`config.mk`:
```
export PLATFORM = sky130hd
export DESIGN_NAME = bc_datapath_v2
export DESIGN_NICKNAME = d
export VERILOG_FILES = /design/src/rtl/bc_v2_pkg.sv /design/src/rtl/bc_alu_v2.sv /design/src/rtl/bc_datapath_v2.sv
export SDC_FILE = /design/constraint.sdc
export NUM_CORES = 1
export LEC_CHECK = 0
export BUFFER_PORTS_ARGS = -buffer_cell sky130_fd_sc_hd__buf_2
export CELL_PAD_IN_SITES_DETAIL_PLACEMENT = 1
export CELL_PAD_IN_SITES_GLOBAL_PLACEMENT = 2
export CORE_ASPECT_RATIO = 0.6
export CORE_UTILIZATION = 33
export CTS_BUF_LIST = sky130_fd_sc_hd__clkbuf_16
export DETAILED_ROUTE_END_ITERATION = 12
export GPL_TIMING_DRIVEN = 0
export PLACE_DENSITY_LB_ADDON = 0.1
export SLEW_MARGIN = 10
export SYNTH_ARGS = -nofsm -noshare
export SYNTH_HDL_FRONTEND = slang
export SYNTH_HIERARCHICAL = 1
export SYNTH_SLANG_ARGS = --single-unit
export TNS_END_PERCENT = 20
```
`constraint.sdc`:
```
create_clock -name clk -period 3.54 [get_ports clk]
set_clock_uncertainty 0.05 [all_clocks]
set_input_delay 0.354 -clock clk [delete_from_list [all_inputs] [get_ports clk]]
set_output_delay 0.354 -clock clk [all_outputs]
set_load 0.02 [all_outputs]
```
`src/rtl/bc_v2_pkg.sv`:
```
// Shared constants for the second-generation basic-computer datapath:
// bus source codes, register slot indices, ALU opcodes, memory FSM states.
package bc_v2_pkg;

  localparam logic [3:0] SEL_AR   = 4'd0;
  localparam logic [3:0] SEL_PC   = 4'd1;
  localparam logic [3:0] SEL_DR   = 4'd2;
  localparam logic [3:0] SEL_AC   = 4'd3;
  localparam logic [3:0] SEL_IR   = 4'd4;
  localparam logic [3:0] SEL_TR   = 4'd5;
  localparam logic [3:0] SEL_MDR  = 4'd6;
  localparam logic [3:0] SEL_WRD  = 4'd7;
  localparam logic [3:0] SEL_GPR0 = 4'd8;

  // Bit positions inside the LD/INR/CLR control vectors
  localparam int R_AR = 0;
  localparam int R_PC = 1;
  localparam int R_DR = 2;
  localparam int R_AC = 3;
  localparam int R_IR = 4;
  localparam int R_TR = 5;

  localparam logic [2:0] OP_ADD  = 3'b000;
  localparam logic [2:0] OP_AND  = 3'b001;
  localparam logic [2:0] OP_XFER = 3'b010;
  localparam logic [2:0] OP_CMA  = 3'b011;
  localparam logic [2:0] OP_CIR  = 3'b100;
  localparam logic [2:0] OP_CIL  = 3'b101;
  localparam logic [2:0] OP_SUB  = 3'b110;
  localparam logic [2:0] OP_PASS = 3'b111;

  typedef enum logic [1:0] {
    ST_IDLE    = 2'd0,
    ST_RD_WAIT = 2'd1,
    ST_WR_WAIT = 2'd2
  } mem_state_e;

endpackage

```
`src/rtl/bc_alu_v2.sv`:
```
// Combinational ALU on AC/DR/E with carry, zero, negative and signed-overflow flags.
module bc_alu_v2
  import bc_v2_pkg::*;
#(
  parameter int DATA_W = 16
) (
  input  logic [2:0]        op_i,
  input  logic [DATA_W-1:0] ac_i,
  input  logic [DATA_W-1:0] dr_i,
  input  logic              e_i,
  output logic [DATA_W-1:0] res_o,
  output logic              co_o,
  output logic              z_o,
  output logic              n_o,
  output logic              ovf_o
);

  logic [DATA_W:0] sum_add;
  logic [DATA_W:0] sum_sub;

  assign sum_add = {1'b0, ac_i} + {1'b0, dr_i};
  // Subtraction as AC + ~DR + 1 so the carry out means "no borrow"
  assign sum_sub = {1'b0, ac_i} + {1'b0, ~dr_i} + (DATA_W+1)'(1);

  // Operation select; carry and overflow stay 0 unless the op defines them
  always_comb begin
    res_o = '0;
    co_o  = 1'b0;
    ovf_o = 1'b0;
    case (op_i)
      OP_ADD: begin
        res_o = sum_add[DATA_W-1:0];
        co_o  = sum_add[DATA_W];
        ovf_o = (ac_i[DATA_W-1] == dr_i[DATA_W-1]) &&
                (sum_add[DATA_W-1] != ac_i[DATA_W-1]);
      end
      OP_AND:  res_o = ac_i & dr_i;
      OP_XFER: res_o = dr_i;
      OP_CMA:  res_o = ~ac_i;
      OP_CIR: begin
        res_o = {e_i, ac_i[DATA_W-1:1]};
        co_o  = ac_i[0];
      end
      OP_CIL: begin
        res_o = {ac_i[DATA_W-2:0], e_i};
        co_o  = ac_i[DATA_W-1];
      end
      OP_SUB: begin
        res_o = sum_sub[DATA_W-1:0];
        co_o  = sum_sub[DATA_W];
        ovf_o = (ac_i[DATA_W-1] != dr_i[DATA_W-1]) &&
                (sum_sub[DATA_W-1] != ac_i[DATA_W-1]);
      end
      default: res_o = ac_i;
    endcase
  end

  assign z_o = ~|res_o;
  assign n_o = res_o[DATA_W-1];

endmodule

```
`src/rtl/bc_datapath_v2.sv`:
```
// Basic-computer datapath: shared bus, AR/PC/DR/AC/IR/TR, GPR file, ALU with E,
// and a req/ready memory port whose FSM freezes all register updates while busy.
//
// state      | meaning
// ST_IDLE    | no transaction; MEM_RD/MEM_WR may start one
// ST_RD_WAIT | read request out, waiting for mem_ready to capture MDR
// ST_WR_WAIT | write request out, waiting for mem_ready
module bc_datapath_v2
  import bc_v2_pkg::*;
#(
  parameter int DATA_W  = 16,
  parameter int ADDR_W  = 12,
  parameter int NUM_GPR = 4
) (
  input  logic               clk,
  input  logic               RST_N,
  input  logic [3:0]         BUS_SEL,
  input  logic [5:0]         LD,
  input  logic [5:0]         INR,
  input  logic [5:0]         CLR,
  input  logic [NUM_GPR-1:0] GPR_LD,
  input  logic [2:0]         OPSEL_ALU,
  input  logic               LD_E,
  input  logic               CMP_E,
  input  logic               CLR_E,
  input  logic               MEM_RD,
  input  logic               MEM_WR,
  input  logic [DATA_W-1:0]  WRD,
  output logic               mem_req,
  output logic               mem_we,
  output logic [ADDR_W-1:0]  mem_addr,
  output logic [DATA_W-1:0]  mem_wdata,
  input  logic               mem_ready,
  input  logic [DATA_W-1:0]  mem_rdata,
  output logic               BUSY,
  output logic               ERR,
  output logic [ADDR_W-1:0]  PC_OUT,
  output logic [ADDR_W-1:0]  AR_OUT,
  output logic [DATA_W-1:0]  IR_OUT,
  output logic [DATA_W-1:0]  AC_OUT,
  output logic [DATA_W-1:0]  DR_OUT,
  output logic               CO,
  output logic               Z,
  output logic               N,
  output logic               OVF,
  output logic               E_OUT
);

  logic [ADDR_W-1:0] ar_q, ar_d, pc_q, pc_d, addr_q, addr_d;
  logic [DATA_W-1:0] dr_q, dr_d, ac_q, ac_d, ir_q, ir_d, tr_q, tr_d;
  logic [DATA_W-1:0] mdr_q, mdr_d, wdata_q, wdata_d;
  logic [DATA_W-1:0] gpr_q [NUM_GPR];
  logic [DATA_W-1:0] gpr_d [NUM_GPR];
  logic              e_q, e_d, err_q, err_d, req_q, req_d, we_q, we_d, busy_q;
  mem_state_e        state_q, state_d;

  logic [DATA_W-1:0] bus, alu_res;
  logic [5:0]        ld_g, inr_g, clr_g;
  logic              unused_ir_ctl;

  // CLR > LD > INR; increment wraps at the register's own width after truncation
  function automatic logic [DATA_W-1:0] reg_next(input logic [DATA_W-1:0] cur,
                                                 input logic [DATA_W-1:0] ld_val,
                                                 input logic clr, input logic ld,
                                                 input logic inr);
    if (clr) return '0;
    if (ld)  return ld_val;
    if (inr) return cur + DATA_W'(1);
    return cur;
  endfunction

  assign ld_g  = busy_q ? 6'b0 : LD;
  assign inr_g = busy_q ? 6'b0 : INR;
  assign clr_g = busy_q ? 6'b0 : CLR;
  // IR has no increment or clear path
  assign unused_ir_ctl = inr_g[R_IR] ^ clr_g[R_IR];

  // Shared bus mux; undefined codes and absent GPRs read as 0
  always_comb begin
    bus = '0;
    case (BUS_SEL)
      SEL_AR:  bus = DATA_W'(ar_q);
      SEL_PC:  bus = DATA_W'(pc_q);
      SEL_DR:  bus = dr_q;
      SEL_AC:  bus = ac_q;
      SEL_IR:  bus = ir_q;
      SEL_TR:  bus = tr_q;
      SEL_MDR: bus = mdr_q;
      SEL_WRD: bus = WRD;
      default: bus = '0;
    endcase
    for (int i = 0; i < NUM_GPR; i++) begin
      if (BUS_SEL == SEL_GPR0 + 4'(i)) bus = gpr_q[i];
    end
  end

  bc_alu_v2 #(.DATA_W(DATA_W)) u_alu (
    .op_i  (OPSEL_ALU),
    .ac_i  (ac_q),
    .dr_i  (dr_q),
    .e_i   (e_q),
    .res_o (alu_res),
    .co_o  (CO),
    .z_o   (Z),
    .n_o   (N),
    .ovf_o (OVF)
  );

  // Register file next-state; AC takes the ALU result instead of the bus
  always_comb begin
    ar_d = ADDR_W'(reg_next(DATA_W'(ar_q), bus, clr_g[R_AR], ld_g[R_AR], inr_g[R_AR]));
    pc_d = ADDR_W'(reg_next(DATA_W'(pc_q), bus, clr_g[R_PC], ld_g[R_PC], inr_g[R_PC]));
    dr_d = reg_next(dr_q, bus, clr_g[R_DR], ld_g[R_DR], inr_g[R_DR]);
    ac_d = reg_next(ac_q, alu_res, clr_g[R_AC], ld_g[R_AC], inr_g[R_AC]);
    ir_d = reg_next(ir_q, bus, 1'b0, ld_g[R_IR], 1'b0);
    tr_d = reg_next(tr_q, bus, clr_g[R_TR], ld_g[R_TR], inr_g[R_TR]);
    for (int i = 0; i < NUM_GPR; i++) begin
      gpr_d[i] = (GPR_LD[i] && !busy_q) ? bus : gpr_q[i];
    end
  end

  // E flip-flop: CLR_E > LD_E (take carry) > CMP_E
  always_comb begin
    e_d = e_q;
    if (!busy_q) begin
      if (CLR_E)      e_d = 1'b0;
      else if (LD_E)  e_d = CO;
      else if (CMP_E) e_d = ~e_q;
    end
  end

  // Memory FSM next-state; request fields are captured once at start and held
  always_comb begin
    state_d = state_q;
    req_d   = req_q;
    we_d    = we_q;
    addr_d  = addr_q;
    wdata_d = wdata_q;
    mdr_d   = mdr_q;
    err_d   = err_q;
    case (state_q)
      ST_IDLE: begin
        if (MEM_RD && MEM_WR) begin
          err_d = 1'b1;
        end else if (MEM_RD) begin
          addr_d  = ar_q;
          we_d    = 1'b0;
          req_d   = 1'b1;
          state_d = ST_RD_WAIT;
        end else if (MEM_WR) begin
          addr_d  = ar_q;
          wdata_d = bus;
          we_d    = 1'b1;
          req_d   = 1'b1;
          state_d = ST_WR_WAIT;
        end
      end
      ST_RD_WAIT: begin
        if (mem_ready) begin
          mdr_d   = mem_rdata;
          req_d   = 1'b0;
          state_d = ST_IDLE;
        end
      end
      ST_WR_WAIT: begin
        if (mem_ready) begin
          req_d   = 1'b0;
          state_d = ST_IDLE;
        end
      end
      default: begin
        req_d   = 1'b0;
        state_d = ST_IDLE;
      end
    endcase
  end

  // Architectural registers
  always_ff @(posedge clk or negedge RST_N) begin
    if (!RST_N) begin
      ar_q <= '0;
      pc_q <= '0;
      dr_q <= '0;
      ac_q <= '0;
      ir_q <= '0;
      tr_q <= '0;
      e_q  <= 1'b0;
      for (int i = 0; i < NUM_GPR; i++) gpr_q[i] <= '0;
    end else begin
      ar_q <= ar_d;
      pc_q <= pc_d;
      dr_q <= dr_d;
      ac_q <= ac_d;
      ir_q <= ir_d;
      tr_q <= tr_d;
      e_q  <= e_d;
      for (int i = 0; i < NUM_GPR; i++) gpr_q[i] <= gpr_d[i];
    end
  end

  // Memory FSM state, port registers, MDR and sticky error
  always_ff @(posedge clk or negedge RST_N) begin
    if (!RST_N) begin
      state_q <= ST_IDLE;
      busy_q  <= 1'b0;
      req_q   <= 1'b0;
      we_q    <= 1'b0;
      addr_q  <= '0;
      wdata_q <= '0;
      mdr_q   <= '0;
      err_q   <= 1'b0;
    end else begin
      state_q <= state_d;
      busy_q  <= (state_d != ST_IDLE);
      req_q   <= req_d;
      we_q    <= we_d;
      addr_q  <= addr_d;
      wdata_q <= wdata_d;
      mdr_q   <= mdr_d;
      err_q   <= err_d;
    end
  end

  assign mem_req   = req_q;
  assign mem_we    = we_q;
  assign mem_addr  = addr_q;
  assign mem_wdata = wdata_q;
  assign BUSY      = busy_q;
  assign ERR       = err_q;
  assign PC_OUT    = pc_q;
  assign AR_OUT    = ar_q;
  assign IR_OUT    = ir_q;
  assign AC_OUT    = ac_q;
  assign DR_OUT    = dr_q;
  assign E_OUT     = e_q;

endmodule

```
==> results.sh, run 1 <==
export IMPL_arrival_ps=4210
export IMPL_cts_max_level=1
export IMPL_worstSetupStartpointType="flip-flop"
export IMPL_drv_slew=0
export IMPL_drive_above_1_share_pct=25.3
export IMPL_antenna_found_initial=2
export IMPL_grt_max_degree=97
export IMPL_ys_seq_area_share_pct=35.8
export IMPL_tritoncts="built"
export IMPL_root_buffer="clkbuf_16"
export IMPL_io_pins=178
export IMPL_insertedDiodeCount=0
export IMPL_synth_cells=1651
export IMPL_port_buffer_count=172
export IMPL_final_period_utilization_pct=130
export IMPL_p_int_mw=7.04
export IMPL_crit_required_ps=3140
export IMPL_power_switching_mw=6.75
export IMPL_drc=0
export IMPL_initialDrtViolationCount=1976
export IMPL_ys_ff_latch=203
export IMPL_setup_violations=5
export IMPL_place_gp_congestion=0.997
export IMPL_grt_pass1_vias=14800
export IMPL_drv_cap=0
export IMPL_fmax_mhz=217
export IMPL_die_y_um=163
export IMPL_num_rows=58
export IMPL_die_area_um2=43900
export IMPL_vias_per_cell=6.26
export IMPL_rsz0062_at_grt="true"
export IMPL_finalHoldViolations=0
export IMPL_status="finished with violations"
export IMPL_synth_edff_count=0
export IMPL_min_path_type="input pin to flip-flop"
export IMPL_async_reset_ff_share_pct=100
export IMPL_coreArea_um2=42200
export IMPL_crit_chain="ha_4 -> inv_2 -> fa_2 -> o21bai_4 -> nor4b_4 -> o211ai_2 -> a21oi_2 -> nor3_2 -> a21o_1 -> a311oi_2 -> or4b_4 -> nor4_4 -> buf_4"
export IMPL_path_max_fanout=4
export IMPL_place_ws_ps=-1100
export IMPL_dp_hpwl_um=55900
export IMPL_finalCriticalPeriod_ps=4620
export IMPL_slowest_delay_ps=550
export IMPL_clk_path_buf_depth=3
export IMPL_setup_tns_ps=-2040
export IMPL_fillers=4994
export IMPL_power_leakage_nw=7.60
export IMPL_postSynthNetCount=1765
export IMPL_fin_util_pct=41.4
export IMPL_dominantRegCellSynth="dfrtp_1"
export IMPL_route_vias_total=15600
export IMPL_switching_share_pct=49.0
export IMPL_ant_nets=0
export IMPL_clk_pin_slew_ps=70
export IMPL_critical_path_class="flip-flop to primary output"
export IMPL_ys_types=101
export IMPL_start_util_pct=33.7
export IMPL_wl_um=74600
export IMPL_grt_usage_pct=33.5
export IMPL_design_area_um2=17500
export IMPL_nets=2026
export IMPL_cts_sinks=203
export IMPL_avgSynthCellArea_um2=8.60
export IMPL_crit_family="compound AO/OA/AOI/OAI gates"
export IMPL_grt_pass1_wl_um=107000
export IMPL_yosysWarnings=6
export IMPL_area_growth_pct=23.0
export IMPL_routedWlPerCell_um=29.9
export IMPL_cts_buffers=23
export IMPL_end_kind="primary output"
export IMPL_p_total_mw=13.8
export IMPL_seqPwrFrac_pct=31.7
export IMPL_die_x_um=270
export IMPL_relSlewSlack_pct=13.0
export IMPL_combPwrFrac_pct=50.8
export IMPL_placed_cell_area_um2=15900
export IMPL_crit_path_top_delay_cell="or4b_4"
export IMPL_clk_latency_ps=560
export IMPL_worst_pin_slew_ps=1300
export IMPL_syn_cell_area_um2=14200
export IMPL_violations="negative setup slack"
export IMPL_worst_slack_ps=-1080
export IMPL_drt_pass1_iterations=5
export IMPL_path_buf_inv=2
export IMPL_grt_overflow_total=0
export IMPL_clock_power_share_pct=17.5
export IMPL_peakVddDrop_v=0.000302
export IMPL_power_density_nw_per_um2=790
==> power by group through the flow <==
stage	Sequential (mW)	Combinational (mW)	Clock (mW)
floorplan	4.40	3.35	0
global placement	4.47	5.83	0
detailed placement	4.51	5.96	0
CTS	4.36	6.55	2.44
global route	4.45	7.47	2.51
finish	4.37	7.00	2.42
==> state kept, by name, summed over array words and instances (netlist names) <==
signal     cells
tr_q          16
AR_OUT        12
PC_OUT        12
DR_OUT        16
AC_OUT        16
IR_OUT        16
gpr_q         64
state_q        2
BUSY           1
mem_we         1
ERR            1
mdr_q         16
mem_req        1
E_OUT          1
mem_wdata     16
mem_addr      12
==> final timing paths <==
check / startpoint / endpoint / slack [ps] / depth (start not counted)
setup / recovery: DR_OUT[0]$_DFFE_PN0P_ / Z / -1080 / 13
setup reg to reg: DR_OUT[4]$_DFFE_PN0P_ / E_OUT$_DFFE_PN0P_ / -80 / 18
max in group asynchronous: RST_N / gpr_q[51]$_DFFE_PN0P_ / 2080 / 4
min in group asynchronous: RST_N / mdr_q[15]$_DFFE_PN0P_ / 190 / 2
hold reg to reg: ERR$_DFFE_PN0P_ / ERR$_DFFE_PN0P_ / 410 / 1
hold / removal: mem_rdata[14] / mdr_q[14]$_DFFE_PN0P_ / 10 / 2
==> cells by family (layout without fill, tap and decap cells) <==
group | after synthesis | after routing | synth area share [%]
simple gates | 583 | 583 | 20.9
buf+inv | 150 | 428 | 4.95
mux | 81 | 81 | 6.51
flops | 203 | 203 | 35.8
fa+ha+maj | 45 | 45 | 4.07
xor+xnor | 20 | 20 | 1.23
compound gates | 569 | 569 | 26.6
==> layer usage <==
metal / GRT usage, % / routed length (µm)
met1: 54.3 / 37800
met3: 7.52 / 7380
met2: 44.7 / 28700
met4: 3.72 / 749
met5: 0 / 0
==> synthesized netlist by cell type (16+ instances only) <==
| library cell | n | share of area, % |
|---|---|---|
| nor3_1 | 36 | 1.3 |
| o221ai_1 | 25 | 1.5 |
| nor2b_1 | 20 | 0.88 |
| a21oi_1 | 87 | 3.1 |
| mux2i_1 | 23 | 1.6 |
| nand3b_1 | 16 | 0.85 |
| a22oi_1 | 26 | 1.4 |
| nand2b_1 | 31 | 1.4 |
| mux2_2 | 51 | 4.0 |
| clkbuf_1 | 53 | 1.4 |
| nand3_1 | 45 | 1.6 |
| o21ai_0 | 189 | 6.7 |
| dfrtp_1 | 203 | 36 |
| a221oi_1 | 23 | 1.4 |
| nand4_1 | 23 | 1.0 |
| buf_2 | 27 | 0.95 |
| inv_1 | 46 | 1.2 |
| a21o_1 | 19 | 1.0 |
| ha_1 | 43 | 3.8 |
| and3_1 | 23 | 1.0 |
| a31oi_1 | 24 | 1.1 |
| nand2_1 | 188 | 5.0 |
| nor2_1 | 111 | 2.9 |
==> repair_timing <==
action / CTS / global route
pin swaps: 13 / 11
buffers inserted: 35 / 20
resized for setup: 76 / 21
hold buffers: 8 / 0
setup endpoints to repair: 53 / 12
hold endpoints to repair: 114 / 0
==> stage by stage <==
stage | hold WS [ps] | instances
2_1_floorplan | 8.41 | 1651
3_3_place_gp | 390 | 2393
3_5_place_dp | 146 | 2396
4_1_cts | 0.465 | 2480
5_1_grt | 12.2 | 2499
6_report | 12.5 | 2499
==> cells in the final DEF (no fill, tap or decap), types with 25 or more instances in the layout <==
cell        n
nand2b_1   31
o21ai_0   184
mux2_2     51
clkbuf_1   47
a22oi_1    26
a21oi_1    77
nand3_1    45
ha_1       34
buf_2     194
inv_1      49
nand2_1   186
buf_4      64
o221ai_1   25
dfrtp_1   179
nor2_1    110
nor3_1     33
==> layout make-up <==
cell class              count  area, µm²  share of cell area, %
plain buffers             101        527                   3.02
clock buffers              23        576                   3.30
clock inverters            19        135                  0.774
inverters                  47        176                   1.01
multi-input cells        1298       8750                   50.1
flip-flops and latches    203       5120                   29.3
well taps                 570        713                   4.09
repair buffers            238       1460                   8.34
(Power assumes the default switching activity.)
==> run 2: changes to the inputs <==
CORE_UTILIZATION = 36   (was 33)
clock period = 4.3 ns   (was 3.54 ns; I/O delays follow)
==> run 2 against run 1 <==
The flow still finishes with violations (negative setup slack). Non-clock buffer count down 37. Sequential cell count unchanged. Design area down 2.9%. Register-to-register slack better by 190 ps. Count of clock-buffer cells in the layout unchanged. Sequential share of layout area up 0.86 points. Largest power group unchanged.
==> results.sh, run 2 (synthesis results as in run 1) <==
export IMPL_fin_util_pct=44.3
export IMPL_tritoncts="built"
export IMPL_routedWlPerCell_um=30.1
export IMPL_cts_buffers=22
export IMPL_coreArea_um2=38300
export IMPL_clk_latency_ps=540
export IMPL_critical_path_class="flip-flop to primary output"
export IMPL_worst_pin_slew_ps=1390
export IMPL_initialDrtViolationCount=1849
export IMPL_cts_max_level=1
export IMPL_place_gp_congestion=0.990
export IMPL_drive_above_1_share_pct=22.9
export IMPL_io_pins=178
export IMPL_clk_path_buf_depth=3
export IMPL_finalCriticalPeriod_ps=4690
export IMPL_grt_pass1_vias=15000
export IMPL_port_buffer_count=172
export IMPL_largest_register_ff_count=64
export IMPL_die_area_um2=40200
export IMPL_rsz0062_at_grt="true"
export IMPL_final_common_cell="buf_2"
export IMPL_vias_per_cell=6.45
export IMPL_dp_hpwl_um=54700
export IMPL_end_kind="primary output"
export IMPL_power_leakage_nw=7.35
export IMPL_drt_pass1_iterations=5
export IMPL_dp_cells=2338
export IMPL_cts_sinks=203
export IMPL_power_density_nw_per_um2=653
export IMPL_path_max_fanout=12
export IMPL_status="finished with violations"
export IMPL_area_growth_pct=19.4
export IMPL_switching_share_pct=48.6
export IMPL_regMostFlops="gpr_q"
export IMPL_die_x_um=258
export IMPL_fmax_mhz=213
export IMPL_worst_r2r_setup_slack_ps=110
export IMPL_setup_violations=3
export IMPL_relSlewSlack_pct=7.53
export IMPL_worstSetupStartpointType="flip-flop"
export IMPL_peakVddDrop_v=0.000348
export IMPL_power_switching_mw=5.39
export IMPL_start_util_pct=37.1
export IMPL_ant_nets=0
export IMPL_crit_end="Z"
export IMPL_clk_pin_slew_ps=70
export IMPL_combPwrFrac_pct=48.2
export IMPL_die_y_um=156
export IMPL_grt_usage_pct=35.5
export IMPL_seqPwrFrac_pct=33.0
export IMPL_drv_slew=0
export IMPL_finalHoldViolations=0
export IMPL_crit_required_ps=3820
export IMPL_p_int_mw=5.69
export IMPL_drv_cap=0
export IMPL_root_buffer="clkbuf_16"
export IMPL_worst_r2r_path_depth=6
export IMPL_worst_slack_ps=-385
export IMPL_layout_common_cells="buf_2, nand2_1, o21ai_0"
export IMPL_drc=0
export IMPL_num_rows=55
export IMPL_grt_pass1_wl_um=104000
export IMPL_critPathLaunch="AC_OUT[6]$_DFFE_PN0P_"
export IMPL_final_cells=2404
export IMPL_clock_power_share_pct=18.8
export IMPL_violations="negative setup slack"
export IMPL_nets=1988
export IMPL_wl_um=72300
export IMPL_antenna_found_initial=4
export IMPL_arrival_ps=4210
export IMPL_timing_rr_end="AC_OUT[2]$_DFFE_PN0P_"
export IMPL_final_period_utilization_pct=109
export IMPL_min_path_type="input pin to flip-flop"
export IMPL_r2r_start="BUSY$_DFF_PN0_"
export IMPL_grt_overflow_total=0
export IMPL_grt_max_degree=102
export IMPL_route_vias_total=15500
export IMPL_hold_slack_ps=28.0
==> run 2: cell count changes in the layout (fill, tap and decap cells not counted), moves of 5 or more <==
cell | before | now
buf_6 | 15 | 9
a21oi_2 | 15 | 10
buf_4 | 64 | 34
dlygate4sd3_1 | 8 | 1
ha_1 | 34 | 41
clkbuf_1 | 47 | 53
==> run 2: metrics by stage <==
stage	total power, mW	worst slack [ps]	setup TNS [ps]	area (µm²)
final	11.1	-385	-583	16900
after global routing	11.6	-471	-855	16900
after CTS	10.8	-434	-507	16800
after detailed placement	8.57	-642	-642	15800
after global placement	8.43	-1040	-204190	15700
after floorplan	6.36	343	0	14200
==> run 2: metal layers <==
metal / share of wire [%] / vias up / track usage [%]
met5: 0 / - / 0.483
met4: 2.0 / 0 / 6.82
met3: 13 / 97 / 12.4
met2: 37 / 841 / 45.3
met1: 48 / 7942 / 55.5
li1: - / 6624 / -
==> run 2: cell type report <==
| type | instances | area, µm² |
|---|---|---|
| Fill cell | 4599 | 21300 |
| Inverter | 47 | 176 |
| Clock buffer | 23 | 576 |
| Multi-Input combinational cell | 1298 | 8610 |
| Buffer | 103 | 526 |
| Timing Repair Buffer | 199 | 1120 |
| Antenna cell | 3 | 7.51 |
| Clock inverter | 15 | 170 |
| Sequential cell | 203 | 5110 |
| Tap cell | 513 | 642 |
==> run 2: timing repair <==
| item | in CTS | in global routing |
|---|---|---|
| hold buffers | 1 | 0 |
| resized for setup | 44 | 17 |
| buffers inserted | 11 | 13 |
| pin swaps | 19 | 11 |
| endpoints found under the hold margin | 18 | 0 |
| endpoints found under the setup margin | 4 | 4 |
==> run 2: worst min path at each step <==
stage,startpoint,to,cells past startpoint
after global routing,CLR_E,E_OUT$_DFFE_PN0P_,2
after floorplan,RST_N,AC_OUT[0]$_DFFE_PN0P_,0
after CTS,CLR_E,E_OUT$_DFFE_PN0P_,2
final,CLR_E,E_OUT$_DFFE_PN0P_,2
after global placement,ERR$_DFFE_PN0P_,ERR$_DFFE_PN0P_,1
after detailed placement,RST_N,E_OUT$_DFFE_PN0P_,1
==> run 2: power by group through the flow <==
stage	Clock [mW]	Sequential, mW	Combinational (mW)
floorplan	0	3.62	2.74
global placement	0	3.65	4.78
detailed placement	0	3.68	4.89
CTS	2.09	3.62	5.11
global route	2.17	3.73	5.73
finish	2.08	3.66	5.34
==> run 2: critical path, stage by stage, from the launching register on <==
cell,delay [ps]
dfrtp_1,700
ha_1,420
inv_1,200
a21oi_1,150
a31oi_4,240
a31oi_1,190
a221oi_2,290
nor3_1,150
a311oi_2,360
or4b_4,560
nor4_4,190
buf_4,190
==> run 3: changes to the inputs <==
ABC_CLOCK_PERIOD_IN_PS = 4300   (was not set)
SKIP_LAST_GASP = 1   (was not set)
==> run 3 against run 2 <==
The flow still finishes with violations (negative setup slack). Sequential cell count is the same. Sequential share of layout area hardly changed. Count of clock-buffer cells in the layout unchanged. Worst hold slack barely moved. Clock power about the same. Critical path depth unchanged. Critical endpoint unchanged.
==> results.sh, run 3 (synthesis results as in run 1) <==
export IMPL_p_total_mw=11.1
export IMPL_drv_slew=0
export IMPL_cts_sinks=203
export IMPL_start_util_pct=37.1
export IMPL_status="finished with violations"
export IMPL_die_area_um2=40200
export IMPL_wl_um=72200
export IMPL_worst_slack_ps=-393
export IMPL_place_gp_congestion=0.990
export IMPL_route_vias_total=15500
export IMPL_hold_path_startpoint="CLR_E"
export IMPL_clock_power_share_pct=18.8
export IMPL_clk_latency_ps=540
export IMPL_r2r_start="BUSY$_DFF_PN0_"
export IMPL_path_max_fanout=12
export IMPL_crit_required_ps=3820
export IMPL_vias_per_cell=6.45
export IMPL_power_density_nw_per_um2=654
export IMPL_drive_above_1_share_pct=22.8
export IMPL_fin_util_pct=44.3
export IMPL_die_x_um=258
export IMPL_final_period_utilization_pct=109
export IMPL_setup_tns_ps=-705
export IMPL_final_common_cell="buf_2"
export IMPL_arrival_ps=4210
export IMPL_final_cells=2404
export IMPL_grt_max_degree=102
export IMPL_switching_share_pct=48.6
export IMPL_design_area_um2=16900
export IMPL_seqPwrFrac_pct=33.0
export IMPL_clk_pin_slew_ps=70
export IMPL_num_rows=55
export IMPL_finalCriticalPeriod_ps=4690
export IMPL_antenna_found_initial=4
export IMPL_placed_cell_area_um2=15800
export IMPL_critical_path_class="flip-flop to primary output"
export IMPL_p_int_mw=5.69
export IMPL_routedWlPerCell_um=30.0
export IMPL_setup_violations=3
export IMPL_fillers=4600
export IMPL_worst_pin_slew_ps=1350
export IMPL_drt_pass1_iterations=6
export IMPL_largest_register_ff_count=64
export IMPL_peakVddDrop_v=0.000349
export IMPL_grt_usage_pct=35.5
export IMPL_tritoncts="built"
export IMPL_io_pins=178
export IMPL_nets=1988
export IMPL_dp_cells=2338
export IMPL_grt_pass1_wl_um=104000
export IMPL_root_buffer="clkbuf_16"
export IMPL_grt_overflow_total=0
export IMPL_min_path_type="input pin to flip-flop"
export IMPL_die_y_um=156
export IMPL_regMostFlops="gpr_q"
export IMPL_grt_pass1_vias=15000
export IMPL_cts_buffers=22
export IMPL_place_ws_ps=-642
export IMPL_coreArea_um2=38300
export IMPL_worstSetupStartpointType="flip-flop"
export IMPL_rsz0062_at_grt="true"
export IMPL_cts_max_level=1
export IMPL_drv_cap=0
export IMPL_end_kind="primary output"
export IMPL_combPwrFrac_pct=48.2
export IMPL_dp_hpwl_um=54700
export IMPL_port_buffer_count=172
export IMPL_relSlewSlack_pct=10.3
export IMPL_fmax_mhz=213
export IMPL_drc=0
export IMPL_critPathLaunch="AC_OUT[6]$_DFFE_PN0P_"
export IMPL_power_leakage_nw=7.37
export IMPL_area_growth_pct=19.4
export IMPL_initialDrtViolationCount=1856
export IMPL_hold_slack_ps=27.9
export IMPL_violations="negative setup slack"
export IMPL_layout_common_cells="buf_2, nand2_1, o21ai_0"
export IMPL_ant_nets=0
export IMPL_power_switching_mw=5.39
export IMPL_clk_path_buf_depth=3
export IMPL_finalHoldViolations=0
-- run 3: cell counts in the layout (fill, tap and decap cells not counted) --
No cell type changed its count.
-- run 3: final cells by class --
cell class / count / area, µm² / share of cell area, %
multi-input cells: 1298 / 8610 / 50.8
plain buffers: 103 / 527 / 3.11
clock buffers: 23 / 576 / 3.40
repair buffers: 199 / 1120 / 6.60
inverters: 47 / 176 / 1.04
diodes: 3 / 7.51 / 0.0443
flip-flops and latches: 203 / 5110 / 30.2
clock inverters: 15 / 170 / 1.00
well taps: 513 / 642 / 3.79
-- run 3: path summary, 6_finish.rpt --
check                                         to  depth (start not counted)  slack [ps]
setup / recovery                               Z                         11        -390
hold / removal                 E_OUT$_DFFE_PN0P_                          2          30
setup reg to reg           AC_OUT[2]$_DFFE_PN0P_                          6         110
hold reg to reg                  ERR$_DFFE_PN0P_                          1         410
max in group asynchronous  AC_OUT[5]$_DFFE_PN0P_                          4        2620
min in group asynchronous      E_OUT$_DFFE_PN0P_                          2         260
-- run 3: per-layer routing --
metal	routed length [µm]	vias up	track usage [%]
met5	0	-	0.483
met4	1530	0	6.82
met3	9010	99	12.4
met2	26700	837	45.3
met1	34900	7940	55.5
li1	-	6630	-
-- run 3: power groups by stage --
stage / combinational (mW) / clock, mW / sequential (mW)
global route: 5.73 / 2.17 / 3.72
CTS: 5.11 / 2.09 / 3.62
floorplan: 2.74 / 0 / 3.62
finish: 5.34 / 2.08 / 3.65
detailed placement: 4.89 / 0 / 3.68
global placement: 4.78 / 0 / 3.65
-- run 3: worst max-delay path, stage by stage (launching register included) --
cell and delay (ps):
dfrtp_1 700, ha_1 420, inv_1 200, a21oi_1 150, a31oi_4 240, a31oi_1 200
a221oi_2 290, nor3_1 150, a311oi_2 360, or4b_4 560, nor4_4 190, buf_4 190
-- run 3: repair_timing --
item                                    in CTS  in global routing
hold endpoints to repair                    18                  0
cloned                                       0                  0
resized for setup                           41                 20
hold buffers                                 1                  0
pin swaps                                   19                 11
endpoints found under the setup margin       4                  4
buffers inserted                            11                 13
